## src/rtl/codificador_pkg.sv

```systemverilog
// Shared constants for the position-code encoder: code words, position
// encodings, controller states and small classification helpers.
package codificador_pkg;

  // Seven-bit code words sent to the decoder
  localparam logic [6:0] COD_POS1   = 7'b1100000;
  localparam logic [6:0] COD_POS2   = 7'b1000100;
  localparam logic [6:0] COD_POS3   = 7'b1111100;
  localparam logic [6:0] COD_POS4   = 7'b1011010;
  localparam logic [6:0] COD_POS5   = 7'b1101110;
  localparam logic [6:0] COD_TERM9  = 7'b1001001;
  localparam logic [6:0] COD_TERM10 = 7'b1010011;
  localparam logic [6:0] COD_ERRO   = 7'b1110101;

  // Tracked decoder state encodings
  localparam logic [3:0] POS_ZERO       = 4'd0;
  localparam logic [3:0] POS_MIN        = 4'd1;
  localparam logic [3:0] POS_MAX        = 4'd5;
  localparam logic [3:0] POS_ERRO       = 4'd8;
  localparam logic [3:0] POS_TERM_BAIXO = 4'd9;
  localparam logic [3:0] POS_TERM_ALTO  = 4'd10;

  typedef enum logic [2:0] {
    OCIOSO = 3'd0,
    EMITE  = 3'd1,
    PAUSA  = 3'd2,
    FIM    = 3'd3,
    ERRO   = 3'd4
  } estado_t;

  // Code word that moves the decoder into state p
  function automatic logic [6:0] codigo_de(input logic [3:0] p);
    logic [6:0] c;
    case (p)
      4'd1:           c = COD_POS1;
      4'd2:           c = COD_POS2;
      4'd3:           c = COD_POS3;
      4'd4:           c = COD_POS4;
      4'd5:           c = COD_POS5;
      POS_TERM_BAIXO: c = COD_TERM9;
      POS_TERM_ALTO:  c = COD_TERM10;
      POS_ERRO:       c = COD_ERRO;
      default:        c = 7'b0000000;
    endcase
    return c;
  endfunction

  // Positions 1..5 are the only ones from which stepping or aborting is possible
  function automatic logic pos_movel(input logic [3:0] p);
    return (p >= POS_MIN) && (p <= POS_MAX);
  endfunction

  // Legal command targets: positions 1..5 and the two terminate codes
  function automatic logic alvo_legal(input logic [3:0] a);
    return pos_movel(a) || (a == POS_TERM_BAIXO) || (a == POS_TERM_ALTO);
  endfunction

endpackage

```

## src/rtl/codificador_passo.sv

```systemverilog
// Combinational step planner: given the current decoder state and the
// command target, returns the next state to move to and its code word.
module codificador_passo
  import codificador_pkg::*;
(
  input  logic [3:0] posicao,
  input  logic [3:0] alvo,
  output logic [3:0] prox_posicao,
  output logic [6:0] prox_codigo
);

  // Choose the next decoder state: direct jump from 0, adjacent steps otherwise
  always_comb begin
    prox_posicao = posicao;
    if (posicao == POS_ZERO) begin
      case (alvo)
        4'd1, 4'd2, 4'd3, 4'd4, 4'd5: prox_posicao = alvo;
        POS_TERM_BAIXO:               prox_posicao = 4'd3;
        POS_TERM_ALTO:                prox_posicao = 4'd4;
        default:                      prox_posicao = posicao;
      endcase
    end else if (pos_movel(posicao)) begin
      case (alvo)
        4'd1, 4'd2, 4'd3, 4'd4, 4'd5: begin
          if (alvo > posicao) begin
            prox_posicao = posicao + 4'd1;
          end else if (alvo < posicao) begin
            prox_posicao = posicao - 4'd1;
          end else begin
            prox_posicao = posicao;
          end
        end
        POS_TERM_BAIXO: begin
          if (posicao > 4'd3) begin
            prox_posicao = posicao - 4'd1;
          end else begin
            prox_posicao = POS_TERM_BAIXO;
          end
        end
        POS_TERM_ALTO: begin
          if (posicao < 4'd4) begin
            prox_posicao = posicao + 4'd1;
          end else begin
            prox_posicao = POS_TERM_ALTO;
          end
        end
        default: prox_posicao = posicao;
      endcase
    end else begin
      prox_posicao = posicao;
    end
  end

  assign prox_codigo = codigo_de(prox_posicao);

endmodule

```

## src/rtl/codificador_maq.sv

```systemverilog
// Command controller that walks the decoder to a target position by
// emitting one code word per EMITE cycle, each followed by a PAUSA cycle.
module codificador_maq
  import codificador_pkg::*;
(
  input  logic       clk,
  input  logic       Reset,
  input  logic       Pedido,
  input  logic [3:0] Alvo,
  input  logic       Aborta,
  output logic [6:0] Codigo,
  output logic       Valido,
  output logic [3:0] Posicao,
  output logic       Pronto,
  output logic       Concluido,
  output logic       Rejeitado
);

  estado_t    estado_r, estado_nx_s;
  logic [3:0] posicao_r, posicao_nx_s;
  logic [3:0] pend_r, pend_nx_s;       // state the decoder enters when EMITE closes
  logic [3:0] alvo_r, alvo_nx_s;
  logic [6:0] codigo_r, codigo_nx_s;
  logic       valido_r, valido_nx_s;
  logic       pronto_r, pronto_nx_s;
  logic       concluido_r, concluido_nx_s;
  logic       rejeitado_r, rejeitado_nx_s;
  logic       pronto_s;
  logic [3:0] passo_alvo_s, passo_pos_s;
  logic [6:0] passo_cod_s;

  // Acceptance uses the live state so a command can be taken right after reset
  assign pronto_s     = (estado_r == OCIOSO) && (posicao_r <= POS_MAX);
  // New commands plan from the input target, running ones from the stored target
  assign passo_alvo_s = (estado_r == OCIOSO) ? Alvo : alvo_r;

  codificador_passo u_passo (
    .posicao      (posicao_r),
    .alvo         (passo_alvo_s),
    .prox_posicao (passo_pos_s),
    .prox_codigo  (passo_cod_s)
  );

  // Next-state and next-output decision
  always_comb begin
    estado_nx_s    = estado_r;
    posicao_nx_s   = posicao_r;
    pend_nx_s      = pend_r;
    alvo_nx_s      = alvo_r;
    codigo_nx_s    = 7'b0000000;
    valido_nx_s    = 1'b0;
    concluido_nx_s = 1'b0;
    rejeitado_nx_s = 1'b0;
    case (estado_r)
      OCIOSO: begin
        if (Aborta && pos_movel(posicao_r)) begin
          estado_nx_s = EMITE;
          pend_nx_s   = POS_ERRO;
          codigo_nx_s = COD_ERRO;
          valido_nx_s = 1'b1;
        end else if (Pedido && !Aborta && pronto_s) begin
          if (!alvo_legal(Alvo)) begin
            rejeitado_nx_s = 1'b1;
          end else if (Alvo == posicao_r) begin
            concluido_nx_s = 1'b1;
          end else begin
            estado_nx_s = EMITE;
            alvo_nx_s   = Alvo;
            pend_nx_s   = passo_pos_s;
            codigo_nx_s = passo_cod_s;
            valido_nx_s = 1'b1;
          end
        end else begin
          estado_nx_s = OCIOSO;
        end
      end
      EMITE: begin
        estado_nx_s  = PAUSA;
        posicao_nx_s = pend_r;
      end
      PAUSA: begin
        if (posicao_r == POS_ERRO) begin
          estado_nx_s = ERRO;
        end else if ((posicao_r == POS_TERM_BAIXO) || (posicao_r == POS_TERM_ALTO)) begin
          estado_nx_s = FIM;
        end else if (Aborta && pos_movel(posicao_r)) begin
          estado_nx_s = EMITE;
          pend_nx_s   = POS_ERRO;
          codigo_nx_s = COD_ERRO;
          valido_nx_s = 1'b1;
        end else if (posicao_r == alvo_r) begin
          estado_nx_s    = OCIOSO;
          concluido_nx_s = 1'b1;
        end else begin
          estado_nx_s = EMITE;
          pend_nx_s   = passo_pos_s;
          codigo_nx_s = passo_cod_s;
          valido_nx_s = 1'b1;
        end
      end
      FIM:     estado_nx_s = FIM;
      ERRO:    estado_nx_s = ERRO;
      default: estado_nx_s = OCIOSO;
    endcase
    pronto_nx_s = (estado_nx_s == OCIOSO) && (posicao_nx_s <= POS_MAX);
  end

  // State and registered outputs
  always_ff @(posedge clk or negedge Reset) begin
    if (!Reset) begin
      estado_r    <= OCIOSO;
      posicao_r   <= POS_ZERO;
      pend_r      <= POS_ZERO;
      alvo_r      <= POS_ZERO;
      codigo_r    <= 7'b0000000;
      valido_r    <= 1'b0;
      pronto_r    <= 1'b0;
      concluido_r <= 1'b0;
      rejeitado_r <= 1'b0;
    end else begin
      estado_r    <= estado_nx_s;
      posicao_r   <= posicao_nx_s;
      pend_r      <= pend_nx_s;
      alvo_r      <= alvo_nx_s;
      codigo_r    <= codigo_nx_s;
      valido_r    <= valido_nx_s;
      pronto_r    <= pronto_nx_s;
      concluido_r <= concluido_nx_s;
      rejeitado_r <= rejeitado_nx_s;
    end
  end

  assign Codigo    = codigo_r;
  assign Valido    = valido_r;
  assign Posicao   = posicao_r;
  assign Pronto    = pronto_r;
  assign Concluido = concluido_r;
  assign Rejeitado = rejeitado_r;

endmodule

```

## config.mk

```make
export PLATFORM = sky130hd
export DESIGN_NAME = codificador_maq
export DESIGN_NICKNAME = d
export VERILOG_FILES = /design/src/rtl/codificador_pkg.sv /design/src/rtl/codificador_passo.sv /design/src/rtl/codificador_maq.sv
export SDC_FILE = /design/constraint.sdc
export NUM_CORES = 1
export LEC_CHECK = 0
export ABC_CLOCK_PERIOD_IN_PS = 4600
export CAP_MARGIN = 20
export CELL_PAD_IN_SITES_DETAIL_PLACEMENT = 1
export CELL_PAD_IN_SITES_GLOBAL_PLACEMENT = 1
export CORE_MARGIN = 2
export CORE_UTILIZATION = 43
export DETAILED_ROUTE_END_ITERATION = 6
export GPL_ROUTABILITY_DRIVEN = 0
export PLACE_DENSITY = 0.87
export SYNTH_ARGS = -nofsm -noshare
export SYNTH_HDL_FRONTEND = slang
export SYNTH_SLANG_ARGS = --single-unit
```

## constraint.sdc

```tcl
create_clock -name clk -period 4.6 [get_ports clk]
set_input_delay 1.38 -clock clk [delete_from_list [all_inputs] [get_ports clk]]
set_output_delay 1.38 -clock clk [all_outputs]
set_load 0.05 [all_outputs]
```

==> impl_metrics.toml <==
[outcome]
status = "completed"

[worst_hold_path]
min_path_type = "flip-flop to flip-flop"
hold_path.startpoint = "pend_r[1]"
hold-path-cell-count = 2
whs_endpoint = "pend_r[1]"

[global_route]
grt_pass1_vias = 2176
grt.overflow.total = 0
antenna_found_initial = 0
grt_max_degree = 27
groute.usage.overall = 0.2650
grt_pass1_wl_um = 11390

[timing]
fin_tns_setup_ps = 0
finalSetupViolCount = 0
clock_skew_ps = 5.383
slew_viol_final = 0
slew_headroom = 0.4686
worstMarginPinSlew_ps = 795.4
fin_crit_sh = 0.9371
clock.fmax_ghz = 0.2320
hold_violations = 0
hold_ws_ps = 506.2
min_period_ps = 4311
rsz0062_at_grt = "false"

[clock_tree]
ctsResizeCount = 0
numCtsBuffers = 3
h-tree-depth = 1
postCtsSetupBuffers = 0
cts-root-buf = "clkbuf_8"
clkTransAtPathRegs_ps = 90
max-clock-path-buffers = 2
clock_sinks = 26
clk_latency_ps = 270
cts_hold_buf = 0
cts_tree = "done"

[critical_path]
path_cells = "clkdlybuf4s50_1, nand2_1, nand2_1, ha_1, nor2b_1, o211ai_1, a21oi_1, o2111a_1, a211o_1, o22ai_1, nand3_1, or3_1, a21oi_1"
required_ps = 4800
crit_arrival_ps = 4510
worstPathMaxFanout = 6
ff2ff_path_depth = 13
crit_path_top_delay_cell = "clkdlybuf4s50_1"
worst-setup-path-type = "primary input to flip-flop"
rr_endpoint = "Codigo[1]"
reg2reg_slack_ps = 810
startpoint_type = "primary input"
cpPeakStageDelay_ps = 480
r2r_start = "estado_r[0]"
end_kind = "flip-flop"

[drt]
drtIter0Drc = 170
routed_via_density = 6.213
final_antenna_net_count = 0
drc = 0
routed_wl_um = 6909
drt-met1-wl_um = 3158
firstDrtPassIters = 4
dr_wl_met3_um = 302
highest_layer = "met4"
vias = 2187
wire_per_inst_um = 19.63
wl_met2_um = 3379

[yosys]
synth_area_um2 = 2190
synth_warnings = 0
synth_edf_count = 0
synth-seq-area-share = 0.2971
netlist-cell-type-count = 58
synth_cells = 267
syn_area_per_cell_um2 = 8.201
ys.flop_type = "dfrtp_1"
syn_nets = 284
synth-seq-cells = 26
ys_async_sr_fraction = 1.000

[pwr]
p_leak_nw = 1.061
power.density_nw_per_um2 = 174.9
vdd_drop_max_mv = 0.1408

[place]
dp_hpwl_um = 5188
io_buffers = 22
place_area_um2 = 2481

[die]
ioPinCount = 23
die_h_um = 75.36
coreArea_um2 = 4817
die_area_um2 = 5679
num_rows = 25
die_w_um = 75.36
initial_core_util = 0.4545

[finish]
n_antenna_cell = 0
syn_to_final_growth_pct = 16.57
drive_above_1_share = 0.08772
fin_area_um2 = 2552
fin_nets = 303
final_util = 0.5299

[flow_run]
drv_cap = 0
worst max-delay path by stage:
stage | startpoint | to | slack [ps]
5_1_grt | Alvo[1] | Codigo[1] | 160
4_1_cts | Alvo[1] | Codigo[1] | 370
2_1_floorplan | Alvo[1] | Codigo[6] | 700
3_5_place_dp | Alvo[1] | Codigo[1] | 140
6_report | Alvo[1] | Codigo[1] | 290
3_3_place_gp | Alvo[1] | Codigo[1] | 280
critical path: cells and delay by family:
family / cells / cell delay [ps]
AO/OA/AOI/OAI: 6 / 1520
adder cells (fa/ha/maj): 1 / 260
buffers and inverters: 1 / 480
AND/OR/NAND/NOR: 5 / 890
layout by cell type (no fill, tap or decap), types with 9 or more instances in the layout:
cell             Yosys  routed
a21oi_1             17      17
dfrtp_1             26      26
nand3_1              9       9
ha_1                 9       9
buf_4                0      10
nor3_1              13      13
clkdlybuf4s50_1      0      22
nor2_1              21      21
nand2_1             32      32
o21ai_0             17      17
report_power, final:
group	total, mW	switching [mW]	leakage [nW]	internal (mW)
clock network	0.191	0.0746	0.0357	0.117
logic	0.0271	0.0151	0.677	0.0119
registers	0.228	0	0.348	0.228
registers in the layout, indices dropped and copies added (netlist names):
register / cells
Codigo: 7
Rejeitado: 1
estado_r: 3
pend_r: 4
Posicao: 4
Valido: 1
alvo_r: 4
Pronto: 1
Concluido: 1
layout make-up:
type                            instances  area, um2
Clock buffer                            3      41.29
Clock inverter                          1      30.03
Fill cell                             601       2265
Inverter                                8      30.03
Multi-Input combinational cell        215       1421
Sequential cell                        26      650.6
Tap cell                               67      83.83
Timing Repair Buffer                   32      295.3
stage by stage:
| step | cells | total power [mW] | setup slack, ps |
|---|---|---|---|
| global route | 352 | 0.4596 | 158.7 |
| detailed placement | 348 | 0.2601 | 141.1 |
| global placement | 348 | 0.2595 | 278.3 |
| finish | 352 | 0.4465 | 289.4 |
| CTS | 352 | 0.4486 | 365.7 |
| floorplan | 267 | 0.2430 | 704.0 |
layer usage:
layer | GRT usage | vias to the layer above
met2 | 0.4386 | 63
met1 | 0.3725 | 1090
met4 | 0.07212 | 0
li1 | - | 1026
met3 | 0.02513 | 8
met5 | 0 | -
synth_stat cells (4+ instances only):
master / n / area share
a211oi_1: 8 / 0.027
a21oi_1: 17 / 0.039
clkbuf_1: 11 / 0.019
dfrtp_1: 26 / 0.30
ha_1: 9 / 0.051
inv_1: 7 / 0.012
mux2_2: 4 / 0.021
nand2_1: 32 / 0.055
nand3_1: 9 / 0.021
nand4_1: 4 / 0.011
nor2_1: 21 / 0.036
nor3_1: 13 / 0.030
nor3b_1: 4 / 0.014
nor4bb_1: 4 / 0.018
o211ai_1: 4 / 0.014
o21ai_0: 17 / 0.039
o22ai_1: 4 / 0.011
or3_1: 4 / 0.011
xnor2_1: 6 / 0.024
xor2_1: 4 / 0.016
kinds of logic (layout without fill, tap and decap cells):
logic type,after synthesis,after routing,share of synthesized area
multiplexers,7,7,0.04571
adder cells (fa/ha/maj),9,9,0.05143
XOR/XNOR,10,10,0.04000
buffers and inverters,26,44,0.05371
AO/OA/AOI/OAI,82,82,0.2663
AND/OR/NAND/NOR,107,107,0.2457
flip-flops,26,26,0.2971
(Power assumes the default switching activity.)
